File: config.mk
export PLATFORM = sky130hd
export DESIGN_NAME = sliding_threshold_detector_flat
export DESIGN_NICKNAME = d
export VERILOG_FILES = /design/src/rtl/sliding_threshold_detector_pkg.sv /design/src/rtl/sliding_threshold_detector_if.sv /design/src/rtl/sliding_event_slot.sv /design/src/rtl/sliding_threshold_detector.sv /design/src/flat_wrapper.sv
export SDC_FILE = /design/constraint.sdc
export NUM_CORES = 1
export LEC_CHECK = 0
export CORE_UTILIZATION = 47
export DETAILED_ROUTE_END_ITERATION = 8
export PLACE_DENSITY = 0.81
export SLEW_MARGIN = 15
export SYNTH_ARGS = -nofsm -noshare
export SYNTH_HDL_FRONTEND = slang
export SYNTH_SLANG_ARGS = --single-unit
File: constraint.sdc
create_clock -name clk -period 5 [get_ports clk]
set_input_delay 1 -clock clk [delete_from_list [all_inputs] [get_ports clk]]
set_output_delay 1 -clock clk [all_outputs]
set_load 0.005 [all_outputs]
File: src/rtl/sliding_threshold_detector_pkg.sv
// Shared types for the sliding-average threshold detector: FSM state encoding,
// the event record held by the output slot, and the debounce length ceiling.
package sliding_pkg;

  typedef enum logic [1:0] {
    LOW     = 2'd0,
    RISING  = 2'd1,
    HIGH    = 2'd2,
    FALLING = 2'd3
  } state_e;

  typedef struct packed {
    logic rise;
  } evt_t;

  localparam int HOLD_MAX = 255;

endpackage

File: src/rtl/sliding_threshold_detector_if.sv
// Sample stream, live thresholds, debounced level and the event handshake
// between the sliding-average stage, the detector and control/status logic.
interface sliding_threshold_detector_if #(
  parameter int WIDTH = 8
);

  logic                    in_valid;
  logic signed [WIDTH-1:0] in_data;
  logic signed [WIDTH-1:0] thr_high;
  logic signed [WIDTH-1:0] thr_low;
  logic                    level;
  logic                    evt_valid;
  logic                    evt_rise;
  logic                    evt_ready;
  logic                    evt_overrun;

  modport master (
    output in_valid, in_data, thr_high, thr_low, evt_ready,
    input  level, evt_valid, evt_rise, evt_overrun
  );

  modport slave (
    input  in_valid, in_data, thr_high, thr_low, evt_ready,
    output level, evt_valid, evt_rise, evt_overrun
  );

endinterface

File: src/rtl/sliding_event_slot.sv
// One-entry event buffer: a push always wins and overwrites, flagging overrun
// only when the old event was still pending and not being taken this cycle.
module sliding_event_slot
  import sliding_pkg::*;
(
  input  logic clk,
  input  logic reset,
  input  logic push,
  input  evt_t push_evt,
  input  logic ready,
  output logic valid,
  output evt_t evt,
  output logic overrun
);

  // NOTE: state flops use non-blocking assignments so every flop samples the
  // pre-edge values of its neighbours, independent of statement order.
  always_ff @(posedge clk or negedge reset) begin
    if (!reset) begin
      valid   <= 1'b0;
      evt     <= '0;
      overrun <= 1'b0;
    end else begin
      overrun <= push && valid && !ready;
      if (push) begin
        valid <= 1'b1;
        evt   <= push_evt;
      end else if (valid && ready) begin
        valid <= 1'b0;
      end
    end
  end

endmodule

File: src/rtl/sliding_threshold_detector.sv
// Hysteresis threshold detector with HOLD-sample debounce on the averaged
// stream; emits a registered level and rise/fall events through a one-entry slot.
module sliding_threshold_detector
  import sliding_pkg::*;
#(
  parameter int WIDTH = 8,
  parameter int HOLD  = 4   // legal range 1..HOLD_MAX
) (
  input logic clk,
  input logic reset,
  sliding_threshold_detector_if.slave bus
);

  localparam int CNT_W = $clog2(HOLD + 1);
  localparam logic [CNT_W-1:0] HOLD_C = CNT_W'(HOLD);
  localparam logic [CNT_W-1:0] ONE_C  = CNT_W'(1);

  logic signed [WIDTH-1:0] data;
  logic signed [WIDTH-1:0] thr_high;
  logic signed [WIDTH-1:0] thr_low;

  state_e           state, state_n;
  logic [CNT_W-1:0] cnt, cnt_n;
  logic             level_q;
  logic             qual;
  logic             push;
  evt_t             push_evt;
  evt_t             slot_evt;

  assign data     = bus.in_data;
  assign thr_high = bus.thr_high;
  assign thr_low  = bus.thr_low;

  // Low side looks for a climb above thr_high, high side for a drop below thr_low.
  assign qual = (state == LOW || state == RISING) ? (data > thr_high)
                                                  : (data < thr_low);

  // NOTE: every output of this block gets a default first, so no path through
  // the case statement can leave a signal unassigned and infer a latch.
  always_comb begin
    state_n       = state;
    cnt_n         = cnt;
    push          = 1'b0;
    push_evt.rise = 1'b0;
    if (bus.in_valid) begin
      unique case (state)
        LOW: begin
          if (qual) begin
            if (HOLD == 1) begin
              state_n       = HIGH;
              push          = 1'b1;
              push_evt.rise = 1'b1;
            end else begin
              state_n = RISING;
              cnt_n   = ONE_C;
            end
          end
        end
        RISING: begin
          if (!qual) begin
            state_n = LOW;
            cnt_n   = '0;
          end else if (cnt + ONE_C == HOLD_C) begin
            state_n       = HIGH;
            cnt_n         = '0;
            push          = 1'b1;
            push_evt.rise = 1'b1;
          end else begin
            cnt_n = cnt + ONE_C;
          end
        end
        HIGH: begin
          if (qual) begin
            if (HOLD == 1) begin
              state_n = LOW;
              push    = 1'b1;
            end else begin
              state_n = FALLING;
              cnt_n   = ONE_C;
            end
          end
        end
        FALLING: begin
          if (!qual) begin
            state_n = HIGH;
            cnt_n   = '0;
          end else if (cnt + ONE_C == HOLD_C) begin
            state_n = LOW;
            cnt_n   = '0;
            push    = 1'b1;
          end else begin
            cnt_n = cnt + ONE_C;
          end
        end
        default: begin
          state_n = LOW;
          cnt_n   = '0;
        end
      endcase
    end
  end

  always_ff @(posedge clk or negedge reset) begin
    if (!reset) begin
      state   <= LOW;
      cnt     <= '0;
      level_q <= 1'b0;
    end else begin
      state   <= state_n;
      cnt     <= cnt_n;
      level_q <= (state_n == HIGH) || (state_n == FALLING);
    end
  end

  sliding_event_slot u_slot (
    .clk      (clk),
    .reset    (reset),
    .push     (push),
    .push_evt (push_evt),
    .ready    (bus.evt_ready),
    .valid    (bus.evt_valid),
    .evt      (slot_evt),
    .overrun  (bus.evt_overrun)
  );

  assign bus.level    = level_q;
  assign bus.evt_rise = slot_evt.rise;

endmodule

File: src/flat_wrapper.sv
// flat-port wrapper written by rule: the top's interface ports become plain ports
module sliding_threshold_detector_flat import sliding_pkg::*;
#(
  parameter int WIDTH = 8,
  parameter int HOLD  = 4                             
)
  (clk, reset, bus_in_valid, bus_in_data, bus_thr_high, bus_thr_low, bus_evt_ready, bus_level, bus_evt_valid, bus_evt_rise, bus_evt_overrun);
  sliding_threshold_detector_if #(.WIDTH(WIDTH)) bus_i ();
  input logic clk;
  input logic reset;
  input wire logic [$bits(bus_i.in_valid)-1:0] bus_in_valid;
  input wire logic [$bits(bus_i.in_data)-1:0] bus_in_data;
  input wire logic [$bits(bus_i.thr_high)-1:0] bus_thr_high;
  input wire logic [$bits(bus_i.thr_low)-1:0] bus_thr_low;
  input wire logic [$bits(bus_i.evt_ready)-1:0] bus_evt_ready;
  output wire logic [$bits(bus_i.level)-1:0] bus_level;
  output wire logic [$bits(bus_i.evt_valid)-1:0] bus_evt_valid;
  output wire logic [$bits(bus_i.evt_rise)-1:0] bus_evt_rise;
  output wire logic [$bits(bus_i.evt_overrun)-1:0] bus_evt_overrun;
  assign bus_i.in_valid = bus_in_valid;
  assign bus_i.in_data = bus_in_data;
  assign bus_i.thr_high = bus_thr_high;
  assign bus_i.thr_low = bus_thr_low;
  assign bus_i.evt_ready = bus_evt_ready;
  assign bus_level = bus_i.level;
  assign bus_evt_valid = bus_i.evt_valid;
  assign bus_evt_rise = bus_i.evt_rise;
  assign bus_evt_overrun = bus_i.evt_overrun;
  sliding_threshold_detector #(.WIDTH(WIDTH), .HOLD(HOLD)) u_core (.clk(clk), .reset(reset), .bus(bus_i));
endmodule
* Word level (Yosys, flattened, before mapping) *
Cells that the tools add are included.

storage, ports and cells
  flip-flop bits (word level) = 9
  bits of input ports = 28
  logic and storage cells = 48
  output and inout bits = 4

cells by class
  multiplexer cells = 21
  $lt $le $gt $ge = 2
  reductions and logical operators = 11
  $add $sub $neg = 1
  equality and inequality tests = 7

operators by type and width
  cell                   number
  $mux W2                7
  $mux W1                9
  $mux W3                3
  $eq A2 B2 Y1 const B   4
  $gt A8 B8 Y1           1
  $lt A8 B8 Y1           1
  $pmux W2 S4            1
  $pmux W3 S2            1
  $reduce_or A2 Y1       2
  $add A3 B1 Y3 const B  1
  $eq A3 B3 Y1 const B   1
  $logic_and A1 B1 Y1    3
  $eq A2 B1 Y1 const B   1
  $logic_not A2 Y1       1
  $logic_or A1 B1 Y1     2
  $ne A2 B1 Y1 const B   1
  $reduce_and A2 Y1      1
  $reduce_bool A2 Y1     1
  $logic_not A1 Y1       1

* Longest topological paths before layout *
  depth after elaboration = 8
  depth in mapped cells = 8
  gate-level depth less buffers = 7

* Hierarchy *
A second synthesis with hierarchy kept.

second synthesis, totals
  cell total of the unflattened synthesis = 99
  area total of the unflattened synthesis = 899.6 um^2

by module, submodules not included
  module                      area each (um^2)  sequential area each (um^2)  times used  cells an instance
  sliding_threshold_detector  789.5             150.1                        1           92
  sliding_event_slot          110.1             75.1                         1           7

* Worst setup path before layout *
Ideal clock, no wire load.

  path type = input -> register
  start point = input port bus_thr_low[1]
  end point = register u_core.u_slot.evt
  buffers on the path = 0
  slack = 2.355 ns
  data required time = 4.872 ns
  stages on the path = 7
  arrival = 2.517 ns
  library setup time = 0.128 ns
  path through = inv_1 -> ha_1 -> or4_1 -> a21oi_2 -> o311ai_2 -> a21oi_4 -> mux2_1

between the ends
  longest elaborated chain between the ends = 5
  elaborated cells on any way between the ends = 7
  those cells by class = order compare (1); mux (6)

ends and longest elaborated chain
  what                        RTL line                          text
  start, declared             flat_wrapper.sv:14                input wire logic [$bits(bus_i.thr_low)-1:0] bus_thr_low;
  $lt A8 B8 Y1 (*)            sliding_threshold_detector.sv:36  : (data < thr_low);
  $mux W1 (*)                 sliding_threshold_detector.sv:35  assign qual = (state == LOW || state == RISING) ? (data > thr_high)
  $mux W1 (*)                 sliding_threshold_detector.sv:84  if (!qual) begin
  $mux W1 (on tied branches)  n/a
  $mux W1                     sliding_threshold_detector.sv:45  if (bus.in_valid) begin
  end signal, assigned        sliding_event_slot.sv:27          evt <= push_evt;
  end, declared               sliding_event_slot.sv:12          output evt_t evt,

Mark *: on every way between the ends. The rest lies on a longest branch, timed or not.
A chain may end at the register's enable or synchronous reset.

* Worst setup path after layout *
  start point = input port bus_thr_low[2]
  end point = register u_core.u_slot.evt

The elaborated chain is that of the path after synthesis.

==> results.txt <==
- Power spread over the standard cell area amounts to 178.1 nW/um^2.
- Wires add up to around 1.7 mm.
* CTS root buffer: clkbuf_4
- Outcome: completed
- Critical path type: in2reg
- By area, the combinational part of the netlist is dominated by adder cells.
- The analysis attributes to cell leakage a power of 0.0005817 uW.
* Worst VDD drop: 0.1775 mV
- In this run the tightest slew margin relative to its limit is 0.6579.
- Post-layout minimum cycle time: 2.950 ns
- On the worst path, the slowest cell contributes a delay of 0.53 ns.
- After synthesis the cells add up to between 800 and 900 sq um.
- Worst R2R Setup Slack: 3.05 ns
- Counting flops and latches in the post-synthesis netlist gives 9.
* Nature of the critical path endpoint: flip-flop
- Number of failing hold endpoints at the final stage: 0
- Counting flops with an async set or reset pin after synthesis yields a share of 1.000.
- After detailed placement, the design holds a cell count of 150.
* Global routing usage summed across all routing layers: 0.2017
- The total area inside the core boundary comes to 1745 sq um.
- The tree built by TritonCTS fans out to 9 sinks.
* Number of global-route vias before repair: a little under 800
* Pins Over Slew Limit: 0
- Number of distinct library cells after synthesis: 33
- Top-level I/O count: 32
* Multiplexer fraction of the synthesized cell area: 0.02568
- Counting every net in the synthesized netlist gives ~140.
- Number of antenna diodes: 0
- Quantity of I/O buffers inserted on ports: 31
- DRC viols: 0
- At the pin with the least slew margin, the transition time is 0.5076 ns.
- Among cell families on the critical path, the largest total delay comes from simple AND/OR/NAND/NOR gates.
- Synth-to-layout area growth: 40.23%
- FF-to-FF End: u_core.u_slot.evt$_DFFE_PN0P_
* Critical Path RT: approximately 5.1 ns
- The initial utilization of the core area, before any placement, comes to 0.5025.
- After global routing the overflow that remains totals 0.
* Critical path depth in cells: 8
- STA classifies the critical path startpoint as a primary input.
- Accumulated negative setup slack: 0 ns
- The clock reaches the later pin of the worst-skew pair after around 0.26 ns.
- Number of antenna-violating nets in the routed design: 0
- Parity-gate share of the synthesized area counting xor and xnor cells: 0.02996
* Fmax: about 340 MHz
- Once the clock tree was built, the setup fixing pass inserted 0 buffers.
* DRC marker count from the first detailed-route iteration: 12
- Post-Synth Adder-Cell Area: 0.2425
- The die covers 2043 sq um.
- Share of the clock period used by the worst path: 0.5901
- Routability-driven placement finished with a final weighted congestion of 0.7750.
* Setup repair after global routing missed its margin: false
- Post-CTS Hold Buffers: 0
- The number of antenna violations at the first check in global routing came to 0.
- Largest net degree at the start of global routing: 10
* Most instantiated flip-flop cell in the synthesis netlist: dfrtp_1
* Number of enable-type register cells in the synthesized netlist: 0
- In this run, post-CTS repair resized a total of 0 instances.
- Worst Setup EP: u_core.u_slot.evt$_DFFE_PN0P_
- Slowest CP cell: or4_1
- Data arrival, critical path: 3.09 ns
* Simple-Gate Fraction of Synth Area: 0.1469
* Setup-failing EPs final: 0
* Placed wire-length estimate: 1.478 mm
- The net count of the finished layout is 175.
* Average instance area after synthesis: 9.136 sq um
- Clock tree synthesis inserted a total of 3 buffers.
- After clock tree synthesis, the clock-pin slew on the worst setup and hold paths is 0.06 ns.
* Launch point of the worst path: bus_thr_low[2]
- After detailed routing, the average wire length per cell comes to 11.18 microns.
- Using the TritonRoute via totals, the vias-per-cell ratio works out to 5.045.
* Post-route insts no fill: between 150 and 200
- Portion of the post-synthesis area used by sequential elements: 0.2568
* Highest fanout seen on the critical path: 4
* Cells along the critical path: clkdlybuf4s50_1 -> inv_1 -> ha_1 -> or4_1 -> a21oi_2 -> o311ai_2 -> a21oi_4 -> mux2_1
- Vias after detailed routing: 777
- The die is between 40 and 50 microns tall.
* Worst-case clock buffer depth: 2
* MaxCap Viol Count: 0
* Post-synthesis compound-gate area fraction: 0.1912
* Cell Rows: 15
- The path class of the tightest hold or removal check is reg2reg.
- First-pass iteration count of the detailed router: 4
- TritonCTS built the clock tree.
- The clock arrives with around 0.0047 ns of skew.
- The critical path contains buffers and inverters numbering 2 combined.
* Wire length of the first global-routing pass: 2.994 mm
- CTS H-tree lvls: 1
- FF-to-FF Start: u_core.cnt[0]$_DFFE_PN0P_
- Measured in cells, the most critical reg-to-reg path has a length of 5.
* Fill cell instance count of the final layout: ~140
* Proportion of layout cells with a drive suffix above 1: 0.09302
* Die width: 45.20 microns
- Warning count from the yosys run: 0
* Number of cells produced by synthesis: 96
==> metal layers <==
metal  wire length [microns]  global-route usage  up-vias
li1                        -                   -      401
met1                     753              0.2420      347
met2                     864              0.3478       25
met3                      71             0.06000        4
met4                      31             0.05455        0
met5                       0                   0        -
==> Yosys cell counts (all sizes together), types with 2 or more instances <==
cell	n	area, sq um
ha	17	212.7
xnor2	2	17.52
o22ai	2	12.51
dfrtp	9	225.2
nand3	4	20.02
a31o	2	17.52
inv	21	78.83
o2bb2ai	2	17.52
nand4	2	12.51
nand2	5	18.77
nand2b	5	31.28
a21oi	5	40.04
a211oi	2	20.02
o21ai	2	10.00
mux2	2	22.52
or3	2	12.51
==> placed cells by master, fill, tap and decap left out, types with 3 or more instances in the layout <==
master	instances
nand3_1	4
a21oi_1	3
nand2_1	5
clkdlybuf4s50_1	31
ha_1	17
nand2b_1	5
dfrtp_1	9
clkbuf_4	3
inv_1	21
==> layout make-up <==
class	count	area (sq um)	share of cell area
clock buffers	4	26.28	0.02136
inverters	21	78.83	0.06409
multi-input cells	64	558.0	0.4537
flip-flops and latches	9	225.2	0.1831
well taps	25	31.28	0.02543
repair buffers	31	310.3	0.2523
==> flip-flops by register name, summed over array words and instances, names as in the netlist <==
name / flops
u_core.bus.level: 1
u_core.state: 2
u_core.cnt: 3
u_core.u_slot.valid: 1
u_core.u_slot.evt: 1
u_core.u_slot.overrun: 1
==> cell families after synthesis <==
group,count (synthesis)
AOI/OAI and AO/OA,19
xor gates and xnor gates,3
adders and majority gates,17
buffers and inverters,23
DFF,9
muxes,2
and+or+nand+nor,23
==> report_power, final <==
part	total (uW)	switching, uW	leakage [uW]	internal [uW]
combinational	77.1	33.9	0.000455	43.2
clock	55.6	24.8	0.0000150	30.7
sequential	86.5	7.64	0.000112	78.8
==> stage by stage <==
step	hold WS [ns]	cell area, sq um	power (uW)	utilization	worst slack (ns)
CTS	0.5228	1230	221.4	0.7047	2.056
finish	0.5162	1230	219.1	0.7047	2.050
global placement	0.4799	1204	161.6	0.6896	1.836
global route	0.5393	1230	234.9	0.7047	1.909
detailed placement	0.5046	1204	164.6	0.6896	1.792
floorplan	0.4828	877.1	132.5	-	2.355
==> worst min-delay path by stage <==
| stage | end | cells after the start | start |
|---|---|---|---|
| after floorplan | u_core.u_slot.evt$_DFFE_PN0P_ | 1 | u_core.u_slot.evt$_DFFE_PN0P_ |
| after global placement | u_core.u_slot.evt$_DFFE_PN0P_ | 1 | u_core.u_slot.evt$_DFFE_PN0P_ |
| after detailed placement | u_core.u_slot.evt$_DFFE_PN0P_ | 1 | u_core.u_slot.evt$_DFFE_PN0P_ |
| after CTS | u_core.u_slot.evt$_DFFE_PN0P_ | 1 | u_core.u_slot.evt$_DFFE_PN0P_ |
| after global routing | u_core.u_slot.evt$_DFFE_PN0P_ | 1 | u_core.u_slot.evt$_DFFE_PN0P_ |
| final | u_core.u_slot.evt$_DFFE_PN0P_ | 1 | u_core.u_slot.evt$_DFFE_PN0P_ |
No activity file was read; power rests on OpenSTA's default activity.
